--- src/rtl/video_timing_ctrl.sv ---
`default_nettype none
// ============================================================================
// Module   : video_timing_ctrl
// Purpose  : Raster timing generator (hs/vs/blank, position, sof/eol, frames)
// Revision : 1.0 - initial release
// ============================================================================
module video_timing_ctrl #(
    parameter int H_DISP = 800,
    parameter int H_FP   = 40,
    parameter int H_SYNC = 128,
    parameter int H_BP   = 88,
    parameter int V_DISP = 600,
    parameter int V_FP   = 1,
    parameter int V_SYNC = 4,
    parameter int V_BP   = 23,
    parameter bit HS_POL = 1'b1,
    parameter bit VS_POL = 1'b1
) (
    input  logic        clk,
    input  logic        nrst,
    input  logic        en,
    input  logic        restart,
    output logic        hs,
    output logic        vs,
    output logic        blank,
    output logic [10:0] pix_x,
    output logic [9:0]  pix_y,
    output logic        sof,
    output logic        eol,
    output logic [7:0]  frame_cnt
);

    localparam int H_TOTAL = H_DISP + H_FP + H_SYNC + H_BP;
    localparam int V_TOTAL = V_DISP + V_FP + V_SYNC + V_BP;

    localparam logic [10:0] C_H_LAST   = 11'(H_TOTAL - 1);
    localparam logic [10:0] C_H_ACT    = 11'(H_DISP);
    localparam logic [10:0] C_HS_START = 11'(H_DISP + H_FP);
    localparam logic [10:0] C_HS_END   = 11'(H_DISP + H_FP + H_SYNC);
    localparam logic [9:0]  C_V_LAST   = 10'(V_TOTAL - 1);
    localparam logic [9:0]  C_V_ACT    = 10'(V_DISP);
    localparam logic [9:0]  C_VS_START = 10'(V_DISP + V_FP);
    localparam logic [9:0]  C_VS_END   = 10'(V_DISP + V_FP + V_SYNC);

    typedef enum logic [0:0] {
        IDLE = 1'b0,
        RUN  = 1'b1
    } state_t;

    state_t      state_q, state_d;
    logic [10:0] hcnt_q, hcnt_d;
    logic [9:0]  vcnt_q, vcnt_d;
    logic [7:0]  frame_q, frame_d;
    logic        hs_q, hs_d;
    logic        vs_q, vs_d;
    logic        blank_q, blank_d;
    logic        sof_q, sof_d;
    logic        eol_q, eol_d;
    logic        w_step;

    // Decoded outputs are computed from the next position so the flops
    // present outputs that match the position they hold.
    always_comb begin
        state_d = state_q;
        hcnt_d  = hcnt_q;
        vcnt_d  = vcnt_q;
        frame_d = frame_q;
        hs_d    = hs_q;
        vs_d    = vs_q;
        blank_d = blank_q;
        sof_d   = 1'b0;
        eol_d   = 1'b0;
        w_step  = 1'b0;

        if (restart) begin
            state_d = IDLE;
            hcnt_d  = '0;
            vcnt_d  = '0;
            frame_d = '0;
            hs_d    = ~HS_POL;
            vs_d    = ~VS_POL;
            blank_d = 1'b1;
        end else if (en) begin
            w_step = 1'b1;
            if (state_q == IDLE) begin
                state_d = RUN;
                hcnt_d  = '0;
                vcnt_d  = '0;
            end else if (hcnt_q == C_H_LAST) begin
                hcnt_d = '0;
                if (vcnt_q == C_V_LAST) begin
                    vcnt_d  = '0;
                    frame_d = frame_q + 8'd1;
                end else begin
                    vcnt_d = vcnt_q + 10'd1;
                end
            end else begin
                hcnt_d = hcnt_q + 11'd1;
            end
        end

        if (w_step) begin
            hs_d    = (hcnt_d >= C_HS_START && hcnt_d < C_HS_END) ? HS_POL : ~HS_POL;
            vs_d    = (vcnt_d >= C_VS_START && vcnt_d < C_VS_END) ? VS_POL : ~VS_POL;
            blank_d = ~(hcnt_d < C_H_ACT && vcnt_d < C_V_ACT);
            sof_d   = (hcnt_d == 11'd0) && (vcnt_d == 10'd0);
            eol_d   = (hcnt_d == C_H_LAST);
        end
    end

    always_ff @(posedge clk or negedge nrst) begin
        if (!nrst) begin
            state_q <= IDLE;
            hcnt_q  <= '0;
            vcnt_q  <= '0;
            frame_q <= '0;
            hs_q    <= ~HS_POL;
            vs_q    <= ~VS_POL;
            blank_q <= 1'b1;
            sof_q   <= 1'b0;
            eol_q   <= 1'b0;
        end else begin
            state_q <= state_d;
            hcnt_q  <= hcnt_d;
            vcnt_q  <= vcnt_d;
            frame_q <= frame_d;
            hs_q    <= hs_d;
            vs_q    <= vs_d;
            blank_q <= blank_d;
            sof_q   <= sof_d;
            eol_q   <= eol_d;
        end
    end

    assign hs        = hs_q;
    assign vs        = vs_q;
    assign blank     = blank_q;
    assign pix_x     = hcnt_q;
    assign pix_y     = vcnt_q;
    assign sof       = sof_q;
    assign eol       = eol_q;
    assign frame_cnt = frame_q;

endmodule
`default_nettype wire
--- config.mk ---
export PLATFORM = sky130hd
export DESIGN_NAME = video_timing_ctrl
export DESIGN_NICKNAME = d
export VERILOG_FILES = /design/src/rtl/video_timing_ctrl.sv
export SDC_FILE = /design/constraint.sdc
export NUM_CORES = 1
export LEC_CHECK = 0
export BUFFER_PORTS_ARGS = -buffer_cell sky130_fd_sc_hd__buf_2
export CORE_MARGIN = 1.5
export CORE_UTILIZATION = 31
export DETAILED_ROUTE_END_ITERATION = 10
export PLACE_DENSITY = 0.45
export SETUP_SLACK_MARGIN = 0.3
export SLEW_MARGIN = 15
export SYNTH_ARGS = -nofsm -noshare
export SYNTH_HDL_FRONTEND = slang
export SYNTH_SLANG_ARGS = --single-unit
--- constraint.sdc ---
create_clock -name clk -period 8.75 [get_ports clk]
set_input_delay 0.4375 -clock clk [delete_from_list [all_inputs] [get_ports clk]]
set_output_delay 0.4375 -clock clk [all_outputs]
set_load 0.01 [all_outputs]
==> flow_summary.toml, run 1 <==
[outcome]
status = "finished clean"

[floorplan]
start_util = 0.320
fp-row-count = 30
ios = 38
die_area_um2 = 7520
dieWidth_um = 86.7
core_area_um2 = 6790
die_h_um = 86.7

[worst_setup_path]
cpLargestDelayFamily = "simple AND/OR/NAND/NOR gates"
cp_slowest_cell = "nor4_1"
critPathKind = "register to register"
path_cells = "ha_1 -> nand4_1 -> o31ai_4 -> o211ai_1 -> nor4_1 -> nor2_1 -> xnor2_1 -> a22o_1"
cp-end-kind = "register"
arrival_ns = 3.50
critPathBufInv = 0
slowest_delay_ns = 0.68
cp_data_required_time_ns = 8.93
cp_max_fo = 10
start_kind = "register"

[logic_synthesis]
synth-main-ff-cell = "dfrtp_1"
ys_types = 59
async_flop_share = 1.00
ys_warn_count = 0
synth_area_um2 = 2170
synth_nets = 244
synth_area_per_cell_um2 = 9.16
synth-seq-area-share = 0.404
synth_edf_count = 0
synthCells = 237
ys_seq_elements = 35

[grt]
grt_max_degree = 36
grt_remaining_overflow = 0
grt_pass1_wl_um = 10400
globalRouteTotalUtil = 0.183
grt_pass1_vias = 1914
antenna_found_initial = 0

[detailed_routing]
drt_wl_total_um = 6360
drt_iter0_markers = 149
dr.pass1.iters = 4
post-route-drc-count = 0
wire_per_inst_um = 17.4
vias = 1974
vias_per_cell = 5.41
antenna_left = 0

[sta]
hold_violations = 0
setup_tns_ns = 0
final.setup_skew_ns = 0.00644
drv_slew = 0
worst_pin_slew_ns = 1.17
fmax_mhz = 301
min_period_ns = 3.32
period_share = 0.380
rsz0062_at_grt = "false"
relSlewSlack = 0.217
setup_viol = 0

[power]
cellLeakagePower_nw = 1.13
power.density_nw_per_um2 = 119
irDropWorstVdd_mv = 0.0656

[clock_tree]
htreeDepth = 2
clock-sinks = 35
insertion_delay_ns = 0.29
postCtsSetupBuffers = 0
cts_resized = 0
hold_buffers = 0
numCtsBuffers = 5
cts_buffer_depth = 2
clock-root-buffer = "clkbuf_8"
path_clk_slew_ns = 0.07
cts_tree = "built"

[place]
place_hpwl_um = 4530
port_buffers = 37
routabilityCongestion = 0.774

[finish]
final_nets = 275
fill_cells = 698
final_core_util = 0.368
areaGrowthSynthToFinish_pct = 15.1
layout-drive-gt1-share = 0.223
num_antenna_cells = 0

[worst_hold_path]
hold_path.class = "primary input to async pin"

[job]
drv_cap = 0
-- area by class of cell --
| type | count | area, um2 | share of cell area |
|---|---|---|---|
| clock buffer | 7 | 76.3 | 0.0305 |
| clock inverter | 1 | 5.00 | 0.00200 |
| inverter | 5 | 18.8 | 0.00750 |
| multi-input combinational | 184 | 1220 | 0.487 |
| sequential | 35 | 877 | 0.351 |
| tap | 96 | 120 | 0.0480 |
| timing repair buffer | 37 | 185 | 0.0740 |
-- worst paths after layout --
path,endpoint,cells past startpoint,slack (ns),start
max reg2reg,hs$_DFFE_PN0P_,8,5.43,pix_x[0]$_DFF_PN0_
min in group clk,state_q$_DFFE_PN0N_,3,0.47,en
min,pix_x[2]$_DFF_PN0_,1,0.24,nrst
min reg2reg,hs$_DFFE_PN0P_,1,0.51,hs$_DFFE_PN0P_
max,hs$_DFFE_PN0P_,8,5.43,pix_x[0]$_DFF_PN0_
max in group asynchronous,frame_cnt[7]$_DFFE_PN0P_,1,7.98,nrst
-- worst register-to-register path, stage by stage, from the launching register on --
cell,delay [ns]
dfrtp_1,0.45
ha_1,0.33
nand4_1,0.38
o31ai_4,0.62
o211ai_1,0.29
nor4_1,0.69
nor2_1,0.12
xnor2_1,0.15
a22o_1,0.19
-- through the flow --
step / setup slack (ns) / instance area (um2) / instances / hold WS [ns] / total power [W]
after floorplan: 5.91 / 2170 / 237 / 0.142 / 0.000177
after global placement: 5.42 / 2420 / 357 / 0.498 / 0.000186
after detailed placement: 5.42 / 2420 / 357 / 0.488 / 0.000186
after CTS: 5.41 / 2500 / 365 / 0.276 / 0.000302
after global routing: 5.21 / 2500 / 365 / 0.308 / 0.000313
final: 5.43 / 2500 / 365 / 0.240 / 0.000297
-- routing by layer --
metal | global-route usage | wire length [um] | vias to the layer above
met2 | 0.286 | 2980 | 47
met3 | 0.0314 | 287 | 7
li1 | - | - | 965
met5 | 0 | 0 | -
met1 | 0.258 | 3000 | 955
met4 | 0.0528 | 79 | 0
-- sequential cells by signal, summed over array words and instances, names as in the netlist --
signal and cells:
vs 1, frame_cnt 8, sof 1, pix_y 10
hs 1, pix_x 11, blank 1, state_q 1
eol 1
-- cells in the mapped netlist, drive strengths merged (4+ instances only) --
cell type,count,share of area
inv,5,0.0086
dfrtp,34,0.39
xor2,6,0.024
nand3,10,0.025
nor3,6,0.014
clkbuf,10,0.017
nand4,9,0.026
o21a,4,0.014
o211ai,5,0.020
or3,4,0.012
xnor2,6,0.024
nor4,6,0.031
a21oi,7,0.018
nor2,22,0.038
or4,4,0.017
nand2,21,0.036
o21ai,15,0.035
a31oi,7,0.020
and3,5,0.014
-- placed cells by master, fill, tap and decap left out, types with 5 or more instances in the layout --
| master | n |
|---|---|
| a31oi_1 | 7 |
| nor2_1 | 22 |
| buf_2 | 37 |
| xnor2_1 | 6 |
| a21oi_1 | 6 |
| inv_1 | 5 |
| and3_1 | 5 |
| dfrtp_1 | 34 |
| nand3_1 | 9 |
| clkbuf_8 | 5 |
| nor3_1 | 6 |
| o21ai_0 | 12 |
| nand4_1 | 9 |
| nand2_1 | 21 |
| xor2_1 | 6 |
-- cells by family after synthesis --
kind of cell / after synthesis / share of synthesized area
xor gates and xnor gates: 12 / 0.0484
muxes: 2 / 0.00979
and+or+nand+nor: 106 / 0.283
AOI/OAI and AO/OA: 61 / 0.203
buffers and inverters: 18 / 0.0351
adders and majority gates: 3 / 0.0173
DFF: 35 / 0.404
-- report_power, final --
group	internal (W)	switching, W	leakage (nW)
combinational	0.00000473	0.0000128	0.606
clock	0.0000559	0.0000594	0.0422
sequential	0.000163	0.00000117	0.483
No activity file was read; power rests on OpenSTA's default activity.
==> run 2: changes to the inputs <==
Settings changed: ABC_AREA set to 1.
Clock period 8.75 ns to 3.2 ns, I/O delays scaled along.
==> flow_summary.toml, run 2 <==
[outcome]
status = "finished, violations left"
violations = "hold timing"

[logic_synthesis]
synth_nets = 354
synth-main-ff-cell = "dfrtp_1"
synth_area_um2 = 2320
synth_top_cell_area_share = 0.367
async_flop_share = 1.00
yosysTopAreaCell = "dfrtp_1"
synthCells = 347
synth.most_common_cell = "nand2_1"
synth_area_leaders = "dfrtp_1 37%, nand2_1 17%, nor2_1 8.9%"
ys_types = 33
synth_edf_count = 0
synthTopCellsByCount = "103 x nand2_1, 55 x nor2_1, 42 x inv_1, 34 x dfrtp_1, 31 x nand3_1"
synth_area_per_cell_um2 = 6.68
synth-seq-area-share = 0.379
ys_warn_count = 0
ys_seq_elements = 35

[job]
drv_cap = 0

[sta]
relSlewSlack = 0.431
hold_slack_ns = -0.0328
setup_viol = 0
hold_violations = 34
final.setup_skew_ns = 0.00630
setup_tns_ns = 0
fmax_mhz = 437
min_period_ns = 2.29
drv_slew = 0
worst_pin_slew_ns = 0.854
rsz0062_at_grt = "false"
period_share = 0.715

[worst_setup_path]
start_kind = "register"
critPathKind = "register to register"
cp_data_required_time_ns = 3.38
ff2ff_setup_slack_ns = 0.91
cp-end-kind = "register"
r2r-start = "pix_x[0]$_DFF_PN0_"
arrival_ns = 2.47
r2r-end = "hs$_DFFE_PN0P_"
worstRegToRegCells = 14
cp_max_fo = 17

[grt]
antenna_found_initial = 0
grt_max_degree = 36
grt_pass1_vias = 2065
grt_remaining_overflow = 0
grt_pass1_wl_um = 10700
globalRouteTotalUtil = 0.180

[floorplan]
dieWidth_um = 89.5
start_util = 0.319
die_area_um2 = 8000
die_h_um = 89.5
ios = 38
fp-row-count = 31
core_area_um2 = 7250

[finish]
num_antenna_cells = 0
final_common_cell = "nand2_1"
largest_reg_flops = 11
fin_cells = 488
final_cell_mix = "103 x nand2_1, 55 x nor2_1, 42 x inv_1"
areaGrowthSynthToFinish_pct = 16.3
layout-drive-gt1-share = 0.172
final_core_util = 0.371
final_nets = 395
design_area_um2 = 2690

[detailed_routing]
dr.pass1.iters = 4
drt_iter0_markers = 152
post-route-drc-count = 0
wire_per_inst_um = 13.5
vias = 2287
vias_per_cell = 4.69
antenna_left = 0
drt_wl_total_um = 6610

[power]
cellLeakagePower_nw = 1.38
total_power_w = 0.000820
power.density_nw_per_um2 = 304
irDropWorstVdd_mv = 0.141

[place]
port_buffers = 37
placed_cells = 480
place_hpwl_um = 5010
routabilityCongestion = 0.801
place_area_um2 = 2610

[clock_tree]
clock-sinks = 35
htreeDepth = 2
hold_buffers = 0
cts_resized = 0
postCtsSetupBuffers = 0
cts_tree = "built"
path_clk_slew_ns = 0.07
numCtsBuffers = 5
cts_buffer_depth = 2
clock-root-buffer = "clkbuf_8"
insertion_delay_ns = 0.29

[worst_hold_path]
hold_path.class = "primary input to async pin"
## run 2: cell types whose count changed in the layout (fill, tap and decap cells not counted), sizes merged, moves of 6 or more
| cell | delta |
|---|---|
| a31oi | -7 |
| inv | +39 |
| nand2 | +89 |
| nand3 | +24 |
| nor2 | +40 |
| xnor2 | -6 |
## run 2: logic make-up (layout without fill, tap and decap cells)
family                   count (synthesis)  count (layout)  share of synthesized area
buffers and inverters                   50              92                     0.0853
AO/OA/AOI/OAI                           30              30                     0.0707
flip-flops                              35              35                      0.379
adder cells (fa/ha/maj)                  3               3                     0.0162
AND/OR/NAND/NOR                        227             227                      0.442
XOR/XNOR                                 2               2                    0.00756
## run 2: metrics by stage
step | setup WS (ns) | hold WS, ns
detailed placement | 0.948 | 0.330
global route | 0.672 | 0.0628
global placement | 0.952 | 0.330
floorplan | 1.24 | -0.136
CTS | 0.920 | 0.0125
finish | 0.911 | -0.0328
## run 2: how the worst max path moves through the flow
stage	start	end	slack, ns	cells past startpoint
after floorplan	pix_x[0]$_DFF_PN0_	hs$_DFFE_PN0P_	1.24	14
after global placement	pix_x[0]$_DFF_PN0_	hs$_DFFE_PN0P_	0.95	12
after detailed placement	pix_x[1]$_DFF_PN0_	hs$_DFFE_PN0P_	0.95	14
after CTS	pix_x[1]$_DFF_PN0_	hs$_DFFE_PN0P_	0.92	14
after global routing	pix_x[0]$_DFF_PN0_	hs$_DFFE_PN0P_	0.67	14
final	pix_x[0]$_DFF_PN0_	hs$_DFFE_PN0P_	0.91	14
## run 2: layer usage
layer  vias up  share of wire  global-route usage
li1       1183              -                   -
met1      1042           0.53               0.269
met2        50           0.41               0.267
met3        12          0.041              0.0286
met4         0          0.020              0.0517
met5         -              0                   0
## run 2: area by class of cell
cell class              count  area, um2
fillers                   813       4560
inverters                  46        173
flip-flops and latches     35        877
clock buffers               6       72.6
well taps                  99        124
clock inverters             2       12.5
repair buffers             38        193
multi-input cells         262       1240
## run 2: critical path, cell delays in order (launching register included)
cell,delay [ns]
dfrtp_1,0.42
ha_1,0.26
nand2_2,0.10
nor2_4,0.16
inv_2,0.08
nor2_8,0.25
nor2_2,0.10
nand3_1,0.13
nand2_2,0.10
nor2_1,0.20
nand3_1,0.09
nor2_1,0.11
nor2_1,0.05
o21ai_1,0.07
nand2_1,0.07
## run 2: power by group
part	internal (W)	leakage (nW)	switching, W
clock network	0.000152	0.0412	0.000172
logic	0.0000109	0.854	0.0000353
registers	0.000446	0.482	0.00000277
total	0.000610	1.38	0.000210
==> run 3: changes to the inputs <==
Settings changed: ABC_AREA 1 to 0, PLACE_DENSITY 0.45 to 0.47.
Clock period 3.2 ns to 2.1 ns, I/O delays scaled along.
==> flow_summary.toml, run 3 (synthesis gave the netlist of run 1 again) <==
[grt]
grt_pass1_wl_um = 11200
globalRouteMet1Util = 0.270
globalRouteTotalUtil = 0.195
met3_usage = 0.0343
grt_remaining_overflow = 0
grt_pass1_vias = 2175
antenna_found_initial = 0
busiest_layer = "met2"
grt_max_degree = 36
grt_util_met2 = 0.304

[worst_hold_path]
hold_path.class = "primary input to register"

[detailed_routing]
antenna_left = 0
post-route-drc-count = 0
drt_wl_total_um = 7450
vias_per_cell = 5.22
vias = 2401
dr.pass1.iters = 4
wire_per_inst_um = 16.2
drt_iter0_markers = 90

[sta]
relSlewSlack = 0.410
worst_pin_slew_ns = 0.885
rsz0062_at_grt = "true"
worst_slack_ns = -0.465
period_share = 1.22
hold_slack_ns = 0.122
hold_violations = 0
fmax_mhz = 390
min_period_ns = 2.57
setup_viol = 16
setup_tns_ns = -3.44
drv_slew = 0
final.setup_skew_ns = 0.00784

[finish]
largest_reg_flops = 11
num_antenna_cells = 0
final_nets = 370
final_cell_mix = "74 x buf_4, 37 x buf_2, 33 x dfrtp_1"
final_common_cell = "buf_4"
areaGrowthSynthToFinish_pct = 63.9
layout-drive-gt1-share = 0.514

[power]
power.density_nw_per_um2 = 434
irDropWorstVdd_mv = 0.254
cellLeakagePower_nw = 1.73

[place]
place_hpwl_um = 5210
routabilityCongestion = 0.804
port_buffers = 37

[clock_tree]
clock-sinks = 35
htreeDepth = 2
cts_buffer_depth = 2
cts_tree = "built"
insertion_delay_ns = 0.29
numCtsBuffers = 5
clock-root-buffer = "clkbuf_8"
path_clk_slew_ns = 0.08

[floorplan]
fp-row-count = 30
core_area_um2 = 6790
start_util = 0.320
ios = 38
die_h_um = 86.7
dieWidth_um = 86.7
die_area_um2 = 7520

[worst_setup_path]
cp_slowest_cell = "or4b_4"
cp-end-kind = "register"
cp_max_fo = 4
critPathKind = "register to register"
critPathBufInv = 2
start_kind = "register"
arrival_ns = 2.78
slowest_delay_ns = 0.59
cpLargestDelayFamily = "simple AND/OR/NAND/NOR gates"
path_cells = "or4b_4 -> nor4_4 -> buf_4 -> buf_6 -> a211oi_2 -> o22a_1 -> and2_4 -> o211ai_1 -> a31oi_1"
cp_data_required_time_ns = 2.31

[outcome]
status = "finished, violations left"
violations = "setup timing"

[job]
drv_cap = 0
==> run 3: cell count changes in the layout (fill, tap and decap cells not counted), sizes merged, moves of 5 or more <==
cell,change
a31oi,+7
and3,+5
xnor2,+6
buf,+93
nor2,-40
inv,-39
nand2,-89
o211ai,+5
nand3,-24
nor4,+5
==> run 3: layout make-up <==
class                           instances  area (um2)
Clock buffer                            6        72.6
Clock inverter                          2        60.1
Fill cell                             650        3230
Inverter                                5        18.8
Multi-Input combinational cell        184        1430
Sequential cell                        35         878
Tap cell                               96         120
Timing Repair Buffer                  132         985
==> run 3: worst min-delay path, delay by kind of cell <==
kind / cells / cell delay [ns]
buf+inv: 1 / 0.15
simple gates: 2 / 0.13
==> run 3: metrics by stage <==
| stage | util | cell area (um2) | cells | setup WS (ns) | total power [W] |
|---|---|---|---|---|---|
| final | 0.524 | 3560 | 460 | -0.465 | 0.00154 |
| after global routing | 0.524 | 3560 | 460 | -0.548 | 0.00159 |
| after CTS | 0.483 | 3280 | 446 | -0.421 | 0.00155 |
| after detailed placement | 0.444 | 3020 | 433 | -0.460 | 0.000793 |
| after global placement | 0.444 | 3020 | 433 | -0.518 | 0.000793 |
| after floorplan | - | 2190 | 237 | -0.492 | 0.000737 |
==> run 3: metal layers <==
| metal | wire length (um) | part of all wire |
|---|---|---|
| met5 | 0 | 0 |
| met4 | 128 | 0.017 |
| met3 | 192 | 0.026 |
| met2 | 3540 | 0.48 |
| met1 | 3590 | 0.48 |
==> run 3: what timing repair did <==
action                                 4_1_cts  5_1_grt
setup endpoints to repair                   31       32
pin swaps                                    7       22
hold buffers                                 1        0
setup buffers                                4       14
endpoints found under the hold margin       34        0
resized for setup                           23       39
==> run 3: path summary, 6_finish.rpt <==
path / startpoint / end / slack, ns / cells after the start
worst max-delay path: pix_x[6]$_DFF_PN0_ / blank$_DFFE_PN1P_ / -0.47 / 9
worst min-delay path: en / state_q$_DFFE_PN0N_ / 0.12 / 3
worst max register to register: pix_x[6]$_DFF_PN0_ / blank$_DFFE_PN1P_ / -0.47 / 9
worst min register to register: vs$_DFFE_PN0P_ / vs$_DFFE_PN0P_ / 0.50 / 2
max in group asynchronous: nrst / pix_x[0]$_DFF_PN0_ / 1.01 / 2
min in group asynchronous: nrst / pix_y[3]$_DFF_PN0_ / 0.46 / 2
==> run 3: power breakdown <==
group	internal, W	switching, W	leakage (nW)
clock	0.000475	0.000267	0.0654
combinational	0.0000504	0.0000685	1.18
sequential	0.000680	0.00000445	0.481
total	0.00121	0.000340	1.73
